[config.mk]
export PLATFORM = sky130hd
export DESIGN_NAME = image_line_streamer
export DESIGN_NICKNAME = d
export VERILOG_FILES = /design/src/rtl/image_stream_pkg.sv /design/src/rtl/stream_skid_fifo.sv /design/src/rtl/image_line_streamer.sv
export SDC_FILE = /design/constraint.sdc
export NUM_CORES = 1
export LEC_CHECK = 0
export ABC_AREA = 1
export CAP_MARGIN = 0
export CORE_MARGIN = 1
export CORE_UTILIZATION = 35
export CTS_CLUSTER_DIAMETER = 120
export DETAILED_ROUTE_END_ITERATION = 10
export DONT_BUFFER_PORTS = 1
export SYNTH_ARGS = -nofsm -noshare
export SYNTH_HDL_FRONTEND = slang
export SYNTH_SLANG_ARGS = --single-unit
export TNS_END_PERCENT = 10
[constraint.sdc]
create_clock -name axis_clk -period 5.57 [get_ports axis_clk]
set_clock_uncertainty 0.05 [all_clocks]
set_input_delay 0.8355 -clock axis_clk [delete_from_list [all_inputs] [get_ports axis_clk]]
set_output_delay 0.8355 -clock axis_clk [all_outputs]
set_load 0.05 [all_outputs]
[src/rtl/image_stream_pkg.sv]
// Shared types and default geometry for the image streaming path and the
// spatial filter top.
package image_stream_pkg;

  localparam int unsigned DEFAULT_IMAGE_WIDTH  = 512;
  localparam int unsigned DEFAULT_IMAGE_HEIGHT = 512;
  localparam int unsigned DEFAULT_PIXEL_SIZE   = 32;

  typedef enum logic [2:0] {
    IDLE,
    PRIME,
    WAIT_INTR,
    LINE,
    PAD_WAIT,
    PAD_LINE,
    DONE
  } stream_state_e;

endpackage

[src/rtl/stream_skid_fifo.sv]
// Two-entry FIFO absorbing the one-cycle pixel memory latency in front of
// the AXI-stream output; the head entry is held stable until popped.
module stream_skid_fifo #(
  parameter int unsigned WIDTH = 32
) (
  input  logic             clk,
  input  logic             rst_n,
  input  logic             push,
  input  logic [WIDTH-1:0] push_data,
  input  logic             pop,
  output logic             valid,
  output logic [WIDTH-1:0] data,
  output logic [1:0]       count
);

  logic [WIDTH-1:0] mem [2];
  logic             wr_ptr;
  logic             rd_ptr;
  logic             do_push;
  logic             do_pop;

  assign do_pop  = pop && (count != 2'd0);
  assign do_push = push && ((count != 2'd2) || do_pop);

  always_ff @(posedge clk or negedge rst_n) begin
    if (!rst_n) begin
      for (int unsigned i = 0; i < 2; i++) begin
        mem[i] <= '0;
      end
      wr_ptr <= 1'b0;
      rd_ptr <= 1'b0;
      count  <= 2'd0;
    end else begin
      if (do_push) begin
        mem[wr_ptr] <= push_data;
        wr_ptr      <= ~wr_ptr;
      end
      if (do_pop) begin
        rd_ptr <= ~rd_ptr;
      end
      case ({do_push, do_pop})
        2'b10:   count <= count + 2'd1;
        2'b01:   count <= count - 2'd1;
        default: count <= count;
      endcase
    end
  end

  assign valid = (count != 2'd0);
  assign data  = mem[rd_ptr];

endmodule

[src/rtl/image_line_streamer.sv]
// AXI-stream master feeding a raw frame from pixel memory into the spatial
// filter: prime lines, interrupt-paced lines, then zero pad lines.
module image_line_streamer
  import image_stream_pkg::*;
#(
  parameter int unsigned IMAGE_WIDTH  = DEFAULT_IMAGE_WIDTH,
  parameter int unsigned IMAGE_HEIGHT = DEFAULT_IMAGE_HEIGHT,
  parameter int unsigned PIXEL_SIZE   = DEFAULT_PIXEL_SIZE,
  parameter int unsigned PRIME_LINES  = 4,
  parameter int unsigned PAD_LINES    = 2,
  parameter int unsigned ADDR_WIDTH   = 18
) (
  input  logic                  axis_clk,
  input  logic                  axis_reset_n,
  input  logic                  i_start,
  input  logic [ADDR_WIDTH-1:0] i_base_addr,
  output logic                  o_mem_rd_en,
  output logic [ADDR_WIDTH-1:0] o_mem_addr,
  input  logic [PIXEL_SIZE-1:0] i_mem_rd_data,
  output logic                  o_m_data_valid,
  output logic [PIXEL_SIZE-1:0] o_m_data,
  input  logic                  i_m_ready,
  input  logic                  i_intr,
  output logic                  o_busy,
  output logic                  o_done
);

  localparam int unsigned PRIME_SENT = (IMAGE_HEIGHT < PRIME_LINES) ? IMAGE_HEIGHT : PRIME_LINES;
  localparam int unsigned PW         = $clog2(IMAGE_WIDTH + 1);
  localparam int unsigned LW         = $clog2(IMAGE_HEIGHT + PAD_LINES + 1);
  localparam int unsigned IW         = $clog2(PRIME_SENT * IMAGE_WIDTH + 1);

  stream_state_e state_q;
  stream_state_e state_d;

  logic [PW-1:0]         pix_cnt;
  logic [LW-1:0]         line_cnt;
  logic [IW-1:0]         issue_left;
  logic                  intr_q;
  logic                  intr_rise;
  logic                  intr_pending;
  logic                  rd_inflight;

  logic [1:0]            fifo_count;
  logic                  fifo_valid;
  logic [PIXEL_SIZE-1:0] fifo_data;
  logic                  fifo_push;
  logic [PIXEL_SIZE-1:0] fifo_push_data;

  logic                  beat;
  logic                  last_pix;
  logic [2:0]            occ;
  logic                  credit_ok;
  logic                  issue_en;
  logic                  pad_push;
  logic                  wait_state;

  assign beat       = fifo_valid && i_m_ready;
  assign last_pix   = beat && (pix_cnt == PW'(IMAGE_WIDTH - 1));
  assign intr_rise  = i_intr && !intr_q;
  assign wait_state = (state_q == WAIT_INTR) || (state_q == PAD_WAIT);

  // Credit counts the slot freed by a same-cycle pop so 1 pixel/cycle is sustained.
  assign occ       = 3'(fifo_count) + 3'(rd_inflight);
  assign credit_ok = occ < (3'd2 + 3'(beat));
  assign issue_en  = ((state_q == PRIME) || (state_q == LINE)) && (issue_left != '0) && credit_ok;
  assign pad_push  = (state_q == PAD_LINE) && (issue_left != '0) && credit_ok;

  assign fifo_push      = rd_inflight || pad_push;
  assign fifo_push_data = rd_inflight ? i_mem_rd_data : '0;

  stream_skid_fifo #(
    .WIDTH (PIXEL_SIZE)
  ) u_fifo (
    .clk       (axis_clk),
    .rst_n     (axis_reset_n),
    .push      (fifo_push),
    .push_data (fifo_push_data),
    .pop       (beat),
    .valid     (fifo_valid),
    .data      (fifo_data),
    .count     (fifo_count)
  );

  assign o_mem_rd_en    = issue_en;
  assign o_m_data_valid = fifo_valid;
  assign o_m_data       = fifo_data;
  assign o_busy         = (state_q != IDLE) && (state_q != DONE);
  assign o_done         = (state_q == DONE);

  always_ff @(posedge axis_clk or negedge axis_reset_n) begin
    if (!axis_reset_n) begin
      state_q <= IDLE;
    end else begin
      state_q <= state_d;
    end
  end

  always_comb begin
    state_d = state_q;
    case (state_q)
      IDLE: begin
        if (i_start) state_d = PRIME;
      end
      PRIME: begin
        if (last_pix && (line_cnt == LW'(PRIME_SENT - 1))) begin
          if (PRIME_SENT < IMAGE_HEIGHT) state_d = WAIT_INTR;
          else if (PAD_LINES == 0)       state_d = DONE;
          else                           state_d = PAD_WAIT;
        end
      end
      WAIT_INTR: begin
        if (intr_pending) state_d = LINE;
      end
      LINE: begin
        if (last_pix) begin
          if (line_cnt != LW'(IMAGE_HEIGHT - 1)) state_d = WAIT_INTR;
          else if (PAD_LINES == 0)              state_d = DONE;
          else                                  state_d = PAD_WAIT;
        end
      end
      PAD_WAIT: begin
        if (intr_pending) state_d = PAD_LINE;
      end
      PAD_LINE: begin
        if (last_pix) begin
          if (line_cnt == LW'(IMAGE_HEIGHT + PAD_LINES - 1)) state_d = DONE;
          else                                               state_d = PAD_WAIT;
        end
      end
      DONE: begin
        state_d = IDLE;
      end
      default: begin
        state_d = IDLE;
      end
    endcase
  end

  always_ff @(posedge axis_clk or negedge axis_reset_n) begin
    if (!axis_reset_n) begin
      intr_q       <= 1'b0;
      intr_pending <= 1'b0;
      rd_inflight  <= 1'b0;
      o_mem_addr   <= '0;
      pix_cnt      <= '0;
      line_cnt     <= '0;
      issue_left   <= '0;
    end else begin
      intr_q      <= i_intr;
      rd_inflight <= issue_en;

      // A fresh edge arriving on the consuming cycle stays pending.
      if (state_q == IDLE)                 intr_pending <= 1'b0;
      else if (wait_state && intr_pending) intr_pending <= intr_rise;
      else if (intr_rise)                  intr_pending <= 1'b1;

      if ((state_q == IDLE) && i_start) begin
        o_mem_addr <= i_base_addr;
        pix_cnt    <= '0;
        line_cnt   <= '0;
      end else begin
        if (issue_en) o_mem_addr <= o_mem_addr + ADDR_WIDTH'(1);
        if (beat) begin
          if (last_pix) begin
            pix_cnt  <= '0;
            line_cnt <= line_cnt + LW'(1);
          end else begin
            pix_cnt  <= pix_cnt + PW'(1);
          end
        end
      end

      if (state_d != state_q) begin
        case (state_d)
          PRIME:          issue_left <= IW'(PRIME_SENT * IMAGE_WIDTH);
          LINE, PAD_LINE: issue_left <= IW'(IMAGE_WIDTH);
          default:        issue_left <= '0;
        endcase
      end else if (issue_en || pad_push) begin
        issue_left <= issue_left - IW'(1);
      end
    end
  end

endmodule
==> results of run 1 <==
-- critical path: cells and delay by family, from the launching register on --
family                     cells  cell delay (ns)
and+or+nand+nor                1             0.19
AOI/OAI and AO/OA              1             0.15
buffers and inverters          2             1.06
adders and majority gates      2             0.49
DFF                            1             0.34
-- per-layer routing --
layer / wire (um) / part of all wire / up-vias / GRT usage
li1: - / - / 2760 / -
met1: 7410 / 0.48 / 2495 / 0.233
met2: 6730 / 0.44 / 136 / 0.267
met3: 995 / 0.065 / 13 / 0.0418
met4: 160 / 0.010 / 0 / 0.0550
met5: 0 / 0 / - / 0
-- final cells by class --
type	count	area [um2]	share of cell area
inverters	90	339	0.0471
well taps	229	287	0.0398
clock buffers	19	443	0.0615
clock inverters	13	109	0.0151
multi-input cells	592	2890	0.402
flip-flops and latches	124	3110	0.431
repair buffers	3	22.5	0.00313
-- cell usage after synthesis, types with 2 or more instances --
cell type | n | area [um2]
nand2_1 | 176 | 661
dfrtp_1 | 124 | 3100
nand3_1 | 100 | 500
o21ai_0 | 93 | 465
inv_1 | 88 | 330
nor2_1 | 78 | 293
o21ai_1 | 30 | 150
a21oi_1 | 19 | 95.1
clkbuf_1 | 19 | 71.3
xor2_1 | 14 | 123
nor3_1 | 13 | 65.1
a31oi_1 | 12 | 75.1
nand4_1 | 11 | 68.8
ha_1 | 8 | 100
buf_2 | 7 | 35.0
buf_4 | 7 | 52.6
or2_2 | 6 | 37.5
buf_6 | 4 | 45.0
nand2_2 | 4 | 25.0
o211ai_1 | 4 | 30.0
o22ai_1 | 4 | 25.0
xnor2_1 | 3 | 26.3
a211oi_1 | 2 | 15.0
nand2_4 | 2 | 22.5
-- cells by family after synthesis --
group           after synthesis  share of synthesized area
compound gates              168                      0.136
xor+xnor                     17                     0.0228
fa+ha+maj                     8                     0.0153
buf+inv                     128                     0.0836
flops                       124                      0.474
mux                           1                    0.00153
simple gates                398                      0.267
-- where the power goes --
part           total [uW]  leakage [uW]  switching [uW]  internal [uW]
Combinational         204       0.00153             144           60.0
Clock                1030      0.000268             436            591
Sequential            990       0.00161            51.5            939
-- flip-flops by register name, indices dropped and copies added (netlist names) --
name,cells
intr_pending,1
intr_q,1
issue_left,12
line_cnt,10
o_mem_addr,18
pix_cnt,10
rd_inflight,1
state_q,3
u_fifo.count,2
u_fifo.mem,64
u_fifo.rd_ptr,1
u_fifo.wr_ptr,1
-- path summary, 6_finish.rpt --
kind | endpoint | depth (start not counted) | slack (ns) | start
worst max-delay path | o_mem_rd_en | 6 | 2.02 | rd_inflight
worst min-delay path | u_fifo.mem[36] | 0 | 0.07 | axis_reset_n
worst max register to register | u_fifo.mem[43] | 10 | 2.40 | rd_inflight
worst min register to register | pix_cnt[8] | 1 | 0.44 | pix_cnt[8]
max in group asynchronous | pix_cnt[5] | 0 | 5.16 | axis_reset_n
min in group axis_clk | intr_q | 0 | 0.40 | i_intr
-- per-stage QoR --
stage                     instance area, um2  total power, uW  std cells  hold slack, ns  setup slack (ns)
after global routing                    7200             2330       1070          0.0455              1.87
after CTS                               7200             2250       1070          0.0485              2.01
after detailed placement                6650             1210       1038           0.428              2.42
after global placement                  6650             1210       1038           0.425              2.45
final                                   7200             2220       1070          0.0742              2.02
after floorplan                         6540             1160        844           0.396              2.84
==> impl_results.md, run 1 <==
- Post-route DRC violation count: 10
- Die H: approximately 140 um
- Drt total wl: about 15000 um
- YS warnings: 0
- Post-synth EDFFs: 0
- GP Congestion: 0.847
- H-tree Lvls: 4
- DIE AREA: 0.0192 mm2
- Vias after detailed routing: 5404
- Setup violators final: 0
- Leak pwr: 0.00342 uW
- #FFs+latches synth: 124
- Skew-Pair Late Insertion Delay: 0.42 ns
- Register area share after synthesis: 0.474
- Iter 0 DRT Violations: 379
- Rows: 49
- Post-layout nets: 891
- Antenna-violating nets left: 0
- CP max stage cell: buf_4
- Worst Path Arrival: 2.67 ns
- Period minus WS final: 3.55 ns
- Status: complete, but fails checks
- Max clock buf depth: 2
- First-pass GRT wire length: 26600 um
- Synthesized area: around 0.0065 mm2
- Final Hold Viols: 0
- Largest net degree at the start of global routing: between 100 and 150
- CP Launch Type: flip-flop
- Util after Layout: 0.397
- Iteration count of the initial detailed-routing pass: 8
- Instance count of the mapped netlist: between 800 and 900
- Total track usage: 0.171
- Antenna violations before repair: 0
- Final Slew Violations: 0
- Synth Area per Inst: 7.75 um2
- CTS Root Cell: clkbuf_16
- Hold WC Path Type: in2async
- Initial core utilization: 0.361
- Final period util: 0.638
- Worst path most repeated cell: ha_1
- Synth unique cells: 40
- Area grow syn2layout: 10.0%
- Asr flop ratio synth: 1.00
- Commonest non-fill, non-tap cells in the layout: nand2_1, dfrtp_1, nand3_1
- Critical-path cell list: buf_4 -> ha_1 -> ha_1 -> a21oi_2 -> nand2_1 -> inv_1
- Worst endpoint required time: 4.68 ns
- RSZ-0062 raised after global routing: no
- Filler instances: ~1800
- Max-cap violation count: 0
- Commonest non-fill, non-tap cell in the layout: nand2_1
- CTS tree: built
- Core area: 0.0181 mm2
- Pwr/cell area: 309 mW/mm2
- Critical Path End Type: output pin
- Post_cts resized: 0
- Die W: 139 um
- Setup tns final: 0 ns
- HPWL after detailed placement: roughly 10000 um
- WL/cell: 14.3 um
- Max IR drop VDD: 0.214 mV
- Worst Setup Path Type: reg2out
- Max FO, Critical Path: 66
- Vias per inst: 5.05
- Diodes inserted: 0
- Vias in the first global route: 5271
- CTS clk-pin slew, worst paths: 0.06 ns
- Cts bufs inserted: 17
- Clk sinks: 124
- Post-cts hold buffer count: 0
- Port Buffers: 0
- Ports: roughly 110
- Ys flop type: dfrtp_1
- Layout cells sized above 1: 0.0642
- Max_slew headroom: 0.296
- Total gr overflow: 0
- F_max: 282 MHz
- Setup bufs post-CTS: 0
- Slew @ Worst Pin: 1.05 ns
- Syn Nets: 907
- Worst path max stage delay: 0.56 ns
- Failing checks: design-rule violations
Power figures use the tool's default switching activity.
==> inputs of run 2 (changes only) <==
--- a/config.mk
+++ b/config.mk
@@ -5,7 +5,7 @@
 export SDC_FILE = /design/constraint.sdc
 export NUM_CORES = 1
 export LEC_CHECK = 0
-export ABC_AREA = 1
+export ABC_AREA = 0
 export CAP_MARGIN = 0
 export CORE_MARGIN = 1
 export CORE_UTILIZATION = 35
==> constraint.sdc (replaced) <==
create_clock -name axis_clk -period 3.05 [get_ports axis_clk]
set_clock_uncertainty 0.05 [all_clocks]
set_input_delay 0.4575 -clock axis_clk [delete_from_list [all_inputs] [get_ports axis_clk]]
set_output_delay 0.4575 -clock axis_clk [all_outputs]
set_load 0.05 [all_outputs]
==> run 2 against run 1 <==
Net effect: the run ends with negative hold slack left; clock power is 97% higher; global-route usage shrank 0.33 points; critical path depth is 2 lower; power grew to 4.0 times the previous value; via count down 18%; setup slack got worse by 1.9 ns; non-clock buffer count rose by 16; sequential power increased to 2.9 times the previous value; worst hold slack got worse by 0.38 ns; synthesized area decreased by 7.5%; highest routed layer unchanged.
==> impl_results.md, run 2 <==
- Clk sinks: 124
- Layout cells sized above 1: 0.163
- Logic pwr share: 0.449
- Max reg flops: 64
- Net Sw Frac: 0.451
- CTS tree: built
- Register area share after synthesis: 0.512
- Cts bufs inserted: 17
- P_int: approximately 4900 uW
- Setup bufs post-CTS: 0
- Instance count of the mapped netlist: 552
- Vias in the first global route: 4471
- Setup tns final: 0 ns
- #FFs+latches synth: 124
- RSZ-0062 raised after global routing: no
- Failing checks: negative hold slack
- Vias per inst: around 5.6
- Worst Path Arrival: 2.46 ns
- WL/cell: between 15 and 20 um
- Cell with the most instances after synthesis: dfrtp_1
- Cell taking the most area after synthesis: dfrtp_1
- Footprint of the multi-input gates: 0.00274 mm2
- Drt total wl: approximately 14000 um
- Biggest regs: u_fifo.mem x64, o_mem_addr x18, issue_left x12
- Clock network fraction of total power: 0.226
- Register area: 0.00310 mm2
- Worst Setup Path Type: reg2out
- Critical Path End Type: output pin
- Max_slew headroom: 0.543
- Total track usage: 0.168
- Asr flop ratio synth: 1.00
- Period minus WS final: around 3.0 ns
- Ports: 109
- Final Instance Area: 0.00691 mm2
- Reg with most FFs: u_fifo.mem
- Die W: 134 um
- Hold WC Path Type: in2async
- Status: complete, but fails checks
- Synth area leaders: dfrtp_1, a22o_1, mux2_2, nor2_1, xnor2_1
- Filler instances: around 1600
- CTS Root Cell: clkbuf_16
- Max IR drop VDD: 0.586 mV
- Diodes inserted: 0
- Rows: 47
- Setup violators final: 0
- Top cells by count, synth: dfrtp_1, a22o_1, nor2_1
- Worst hold slack: -0.307 ns
- Post-route DRC violation count: 0
- Core area: 0.0168 mm2
- Final Hold Viols: around 120
- Commonest non-fill, non-tap cells in the layout: dfrtp_1, a22o_1, nor2_1
- Largest net degree at the start of global routing: 125
- Leak pwr: 0.00302 uW
- Area grow syn2layout: 14.1%
- Synth Area per Inst: 11.0 um2
- Initial core utilization: 0.361
- Max clock buf depth: 2
- DIE AREA: 0.0178 mm2
- CTS clk-pin slew, worst paths: 0.05 ns
- F_max: roughly 340 MHz
- Port Buffers: 0
- Post-layout nets: 621
- CP Launch Type: flip-flop
- Synthesized area: 0.00606 mm2
- Total gr overflow: 0
- Post_cts resized: 0
- Final period util: 0.972
- Ys flop type: dfrtp_1
- GP Congestion: 0.773
- Vias after detailed routing: ~4400
- Syn Nets: around 620
- Pwr/cell area: about 1300 mW/mm2
- Antenna-violating nets left: 0
- Iteration count of the initial detailed-routing pass: 5
- Sequential Power Share: 0.325
- First-pass GRT wire length: ~23000 um
- Sw Pwr: 4050 uW
- Post-synth EDFFs: 0
- Synth unique cells: 53
- Commonest non-fill, non-tap cell in the layout: dfrtp_1
- Final Slew Violations: 0
- Iter 0 DRT Violations: 388
- HPWL after detailed placement: a little over 9000 um
- YS warnings: 0
- Antenna violations before repair: 0
- Max FO, Critical Path: 9
- H-tree Lvls: 4
- Skew-Pair Late Insertion Delay: 0.41 ns
- Die H: approximately 130 um
- Worst endpoint required time: 2.54 ns
- Post-synth top area share: 0.512
- Slew @ Worst Pin: 0.679 ns
- Max-cap violation count: 0
- DP Area: 0.00630 mm2
-- run 2: changes by cell type after synthesis, moves of 28 or more --
cell and delta:
mux2_2 +33, a22o_1 +64, inv_1 -79, o21ai_1 -28, nand3_1 -89, nand2_1 -143
o21ai_0 -79
-- run 2: final timing paths --
check                                    start  slack, ns         endpoint  depth (start not counted)
worst max-delay path             issue_left[4]       0.09      o_mem_rd_en                          4
worst min-delay path              axis_reset_n      -0.31      line_cnt[0]                          0
worst max register to register   issue_left[4]       0.35  u_fifo.count[1]                          7
worst min register to register  u_fifo.mem[11]       0.44   u_fifo.mem[11]                          1
max in group asynchronous         axis_reset_n       3.05    u_fifo.mem[9]                          0
min in group axis_clk           i_base_addr[2]       0.12    o_mem_addr[2]                          2
-- run 2: final cells by class --
class	count	area share
Clock buffer	25	0.0746
Clock inverter	6	0.0120
Inverter	10	0.00543
Multi-Input combinational cell	386	0.396
Sequential cell	124	0.449
Tap cell	220	0.0398
Timing Repair Buffer	19	0.0228
-- run 2: metal layers --
layer,up-vias,part of all wire,global-route usage
met4,0,0.017,0.0650
met1,2238,0.45,0.220
met5,-,0,0
met3,18,0.040,0.0407
li1,2060,-,-
met2,110,0.49,0.267
-- run 2: worst max-delay path: stages (launching register included) --
cell and delay (ns):
dfrtp_1 0.44, or4_4 0.55, or4_4 0.62, nand3_2 0.21, inv_2 0.22
-- run 2: cells by family (layout without fill, tap and decap cells) --
family | Yosys count | count (layout) | synth area share
xor gates and xnor gates | 37 | 37 | 0.0535
AOI/OAI and AO/OA | 120 | 120 | 0.154
DFF | 124 | 124 | 0.512
buffers and inverters | 42 | 60 | 0.0368
muxes | 34 | 34 | 0.0630
adders and majority gates | 9 | 9 | 0.0182
and+or+nand+nor | 186 | 186 | 0.162
-- run 2: per-stage QoR --
stage,cells,setup slack (ns),util,power [uW],hold slack (ns)
5_1_grt,790,0.0409,0.412,9450,-0.334
3_3_place_gp,758,0.425,0.376,6840,0.117
6_report,790,0.0865,0.412,8990,-0.307
4_1_cts,789,0.0923,0.412,9040,-0.328
2_1_floorplan,552,0.466,-,6290,0.112
3_5_place_dp,758,0.371,0.376,6970,0.117
-- run 2: power groups by stage --
stage	clock (uW)	combinational, uW	sequential, uW
after floorplan	0	3300	2990
after global placement	0	3950	2890
after detailed placement	0	4050	2920
after CTS	2070	4050	2920
after global routing	2160	4290	3000
final	2030	4030	2920
==> inputs of run 3 (changes only) <==
--- a/config.mk
+++ b/config.mk
@@ -12,7 +12,9 @@
 export CTS_CLUSTER_DIAMETER = 120
 export DETAILED_ROUTE_END_ITERATION = 10
 export DONT_BUFFER_PORTS = 1
+export SKIP_CTS_REPAIR_TIMING = 1
 export SYNTH_ARGS = -nofsm -noshare
 export SYNTH_HDL_FRONTEND = slang
+export SYNTH_HIERARCHICAL = 1
 export SYNTH_SLANG_ARGS = --single-unit
 export TNS_END_PERCENT = 10
==> run 3 against run 2 <==
Net effect: the flow still finishes with violations (negative hold slack); wire length fell by 3.7%; combinational power fell by 64%; register-to-register slack got worse by 0.098 ns; global-route usage fell by 1.5 points; critical path type is now reg2reg; largest power group is now clock.
==> impl_results.md, run 3 <==
- CP endpoint: u_fifo/mem[43]
- CTS clk-pin slew, worst paths: 0.06 ns
- Final period util: 0.917
- Slew @ Worst Pin: 0.563 ns
- Critical Path End Type: flip-flop
- Max IR drop VDD: about 0.43 mV
- Setup violators final: 0
- Core area: 0.0180 mm2
- Synthesized area: 0.00641 mm2
- Initial core utilization: 0.357
- Post-synth top area share: 0.484
- Drt total wl: 13700 um
- Post-layout nets: 645
- Ports: 109
- Final Slew Violations: 0
- Worst Setup Path Type: reg2reg
- Total track usage: 0.153
- Cell taking the most area after synthesis: dfrtp_1
- Final Non-Filler Cells: 824
- Largest net degree at the start of global routing: 125
- Syn Nets: between 600 and 700
- Period minus WS final: roughly 2.8 ns
- Worst endpoint required time: 3.29 ns
- R2R depth: 8
- F_max: 357 MHz
- Max FO, Critical Path: 32
- Placed Cells: 791
- Worst r2r src: u_fifo/count[0]
- HPWL after detailed placement: 8950 um
- Commonest non-fill, non-tap cell in the layout: dfrtp_1
- Final Hold Viols: 124
- Skew-Pair Late Insertion Delay: 0.41 ns
- Synth Area per Inst: 11.3 um2
- Cts bufs inserted: 17
- Biggest regs: u_fifo/mem x64, o_mem_addr x18, issue_left x12
- Synth area leaders: dfrtp_1, mux2_2, and2_1, xor2_1, nor2_1
- Port Buffers: 0
- Register area share after synthesis: 0.484
- Hold WC Path Type: in2async
- #FFs+latches synth: 124
- Max reg flops: 64
- Post-synth EDFFs: 0
- H-tree Lvls: 4
- Top cells by count, synth: dfrtp_1, mux2_2, nor2_1
- Post-route DRC violation count: 0
- Failing checks: negative hold slack
- Status: complete, but fails checks
- Iteration count of the initial detailed-routing pass: 4
- Diodes inserted: 0
- Cell with the most instances after synthesis: dfrtp_1
- First-pass GRT wire length: 22200 um
- Commonest non-fill, non-tap cells in the layout: dfrtp_1, mux2_2, nor2_1
- Layout cells sized above 1: 0.266
- Largest family of logic cells by synthesized area: simple AND/OR/NAND/NOR gates
- Simple-gate share of the synthesized area: 0.188
- Leak pwr: 0.00338 uW
- Clk sinks: approximately 120
- Antenna violations before repair: 0
- Vias in the first global route: 4538
- Vias per inst: 5.32
- WL/cell: 16.7 um
- Setup tns final: 0 ns
- Instance count of the mapped netlist: 567
- Worst hold slack: -0.310 ns
- Critical Path Source: u_fifo/count[0]
- Synth unique cells: 55
- Die W: roughly 140 um
- Max-cap violation count: 0
- Ys flop type: dfrtp_1
- RSZ-0062 raised after global routing: no
- DIE AREA: 0.0188 mm2
- Iter 0 DRT Violations: 202
- Compound-Gate Fraction of Synth Area: 0.0551
- GP Congestion: 0.795
- Area grow syn2layout: 15.8%
- Max clock buf depth: 2
- Total gr overflow: 0
- Reg with most FFs: u_fifo/mem
- Vias after detailed routing: 4387
- Post-synthesis mux area share: 0.176
- Die H: 137 um
- YS warnings: 6
- Pwr/cell area: 769 mW/mm2
- CTS Root Cell: clkbuf_16
- Asr flop ratio synth: 1.00
- R2r setup slk: 0.25 ns
- Rows: 49
- Filler instances: 1697
- Worst reg2reg path endpoint: u_fifo/mem[43]
- Max_slew headroom: 0.622
- CTS tree: built
- CP Launch Type: flip-flop
- Post-synthesis xor/xnor area fraction: 0.0506
- Post-Synth Adder-Cell Area: 0.0172
- Worst Path Arrival: 3.04 ns
- Antenna-violating nets left: 0
run 3: critical path, stage by stage, from the launching register on:
cell and delay (ns):
dfrtp_1 0.45, ha_1 0.22, ha_1 0.17, nand2b_1 0.21, a21o_1 0.26, o31ai_1 0.38, nor3b_4 0.29, buf_12 0.26
mux2_2 0.37
run 3: cells by family (layout without fill, tap and decap cells):
group                      count (synthesis)  after routing
AOI/OAI and AO/OA                         54             54
xor gates and xnor gates                  37             37
adders and majority gates                  9              9
buffers and inverters                     35             63
DFF                                      124            124
muxes                                     97             97
and+or+nand+nor                          211            211
run 3: per-stage QoR:
step	area [um2]	worst slack [ns]	hold WS, ns	power [uW]	util
final	7420	0.252	-0.310	5700	0.413
after global routing	7420	0.0858	-0.341	6010	0.413
after CTS	7410	0.215	-0.336	5790	0.412
after detailed placement	6750	0.221	0.115	3510	0.376
after global placement	6750	0.324	0.115	3450	0.376
after floorplan	6410	0.422	0.112	3200	-
run 3: worst min path at each step:
stage	end	startpoint	slack (ns)	cells after the start
6_report	u_fifo/mem[15]	axis_reset_n	-0.31	0
2_1_floorplan	intr_pending	axis_reset_n	0.11	0
4_1_cts	u_fifo/mem[63]	axis_reset_n	-0.34	0
3_3_place_gp	u_fifo/mem[47]	axis_reset_n	0.11	0
5_1_grt	u_fifo/mem[15]	axis_reset_n	-0.34	0
3_5_place_dp	u_fifo/mem[15]	axis_reset_n	0.12	0
run 3: per-layer routing:
layer  routed length, um  up-vias  global-route usage
met2                6600      124               0.257
met5                   0        -                   0
li1                    -     2062                   -
met1                6080     2184               0.181
met3                 868       17              0.0493
met4                 196        0              0.0580
run 3: final cells by class:
cell class,instances,area (um2),area share
well taps,229,287,0.0386
inverters,9,33.8,0.00455
clock buffers,18,439,0.0592
multi-input cells,408,3130,0.422
flip-flops and latches,124,3100,0.418
repair buffers,22,205,0.0277
clock inverters,14,216,0.0292
run 3: power breakdown:
| group | internal (uW) | switching [uW] |
|---|---|---|
| Combinational | 658 | 781 |
| Clock | 1470 | 760 |
| Sequential | 1800 | 223 |
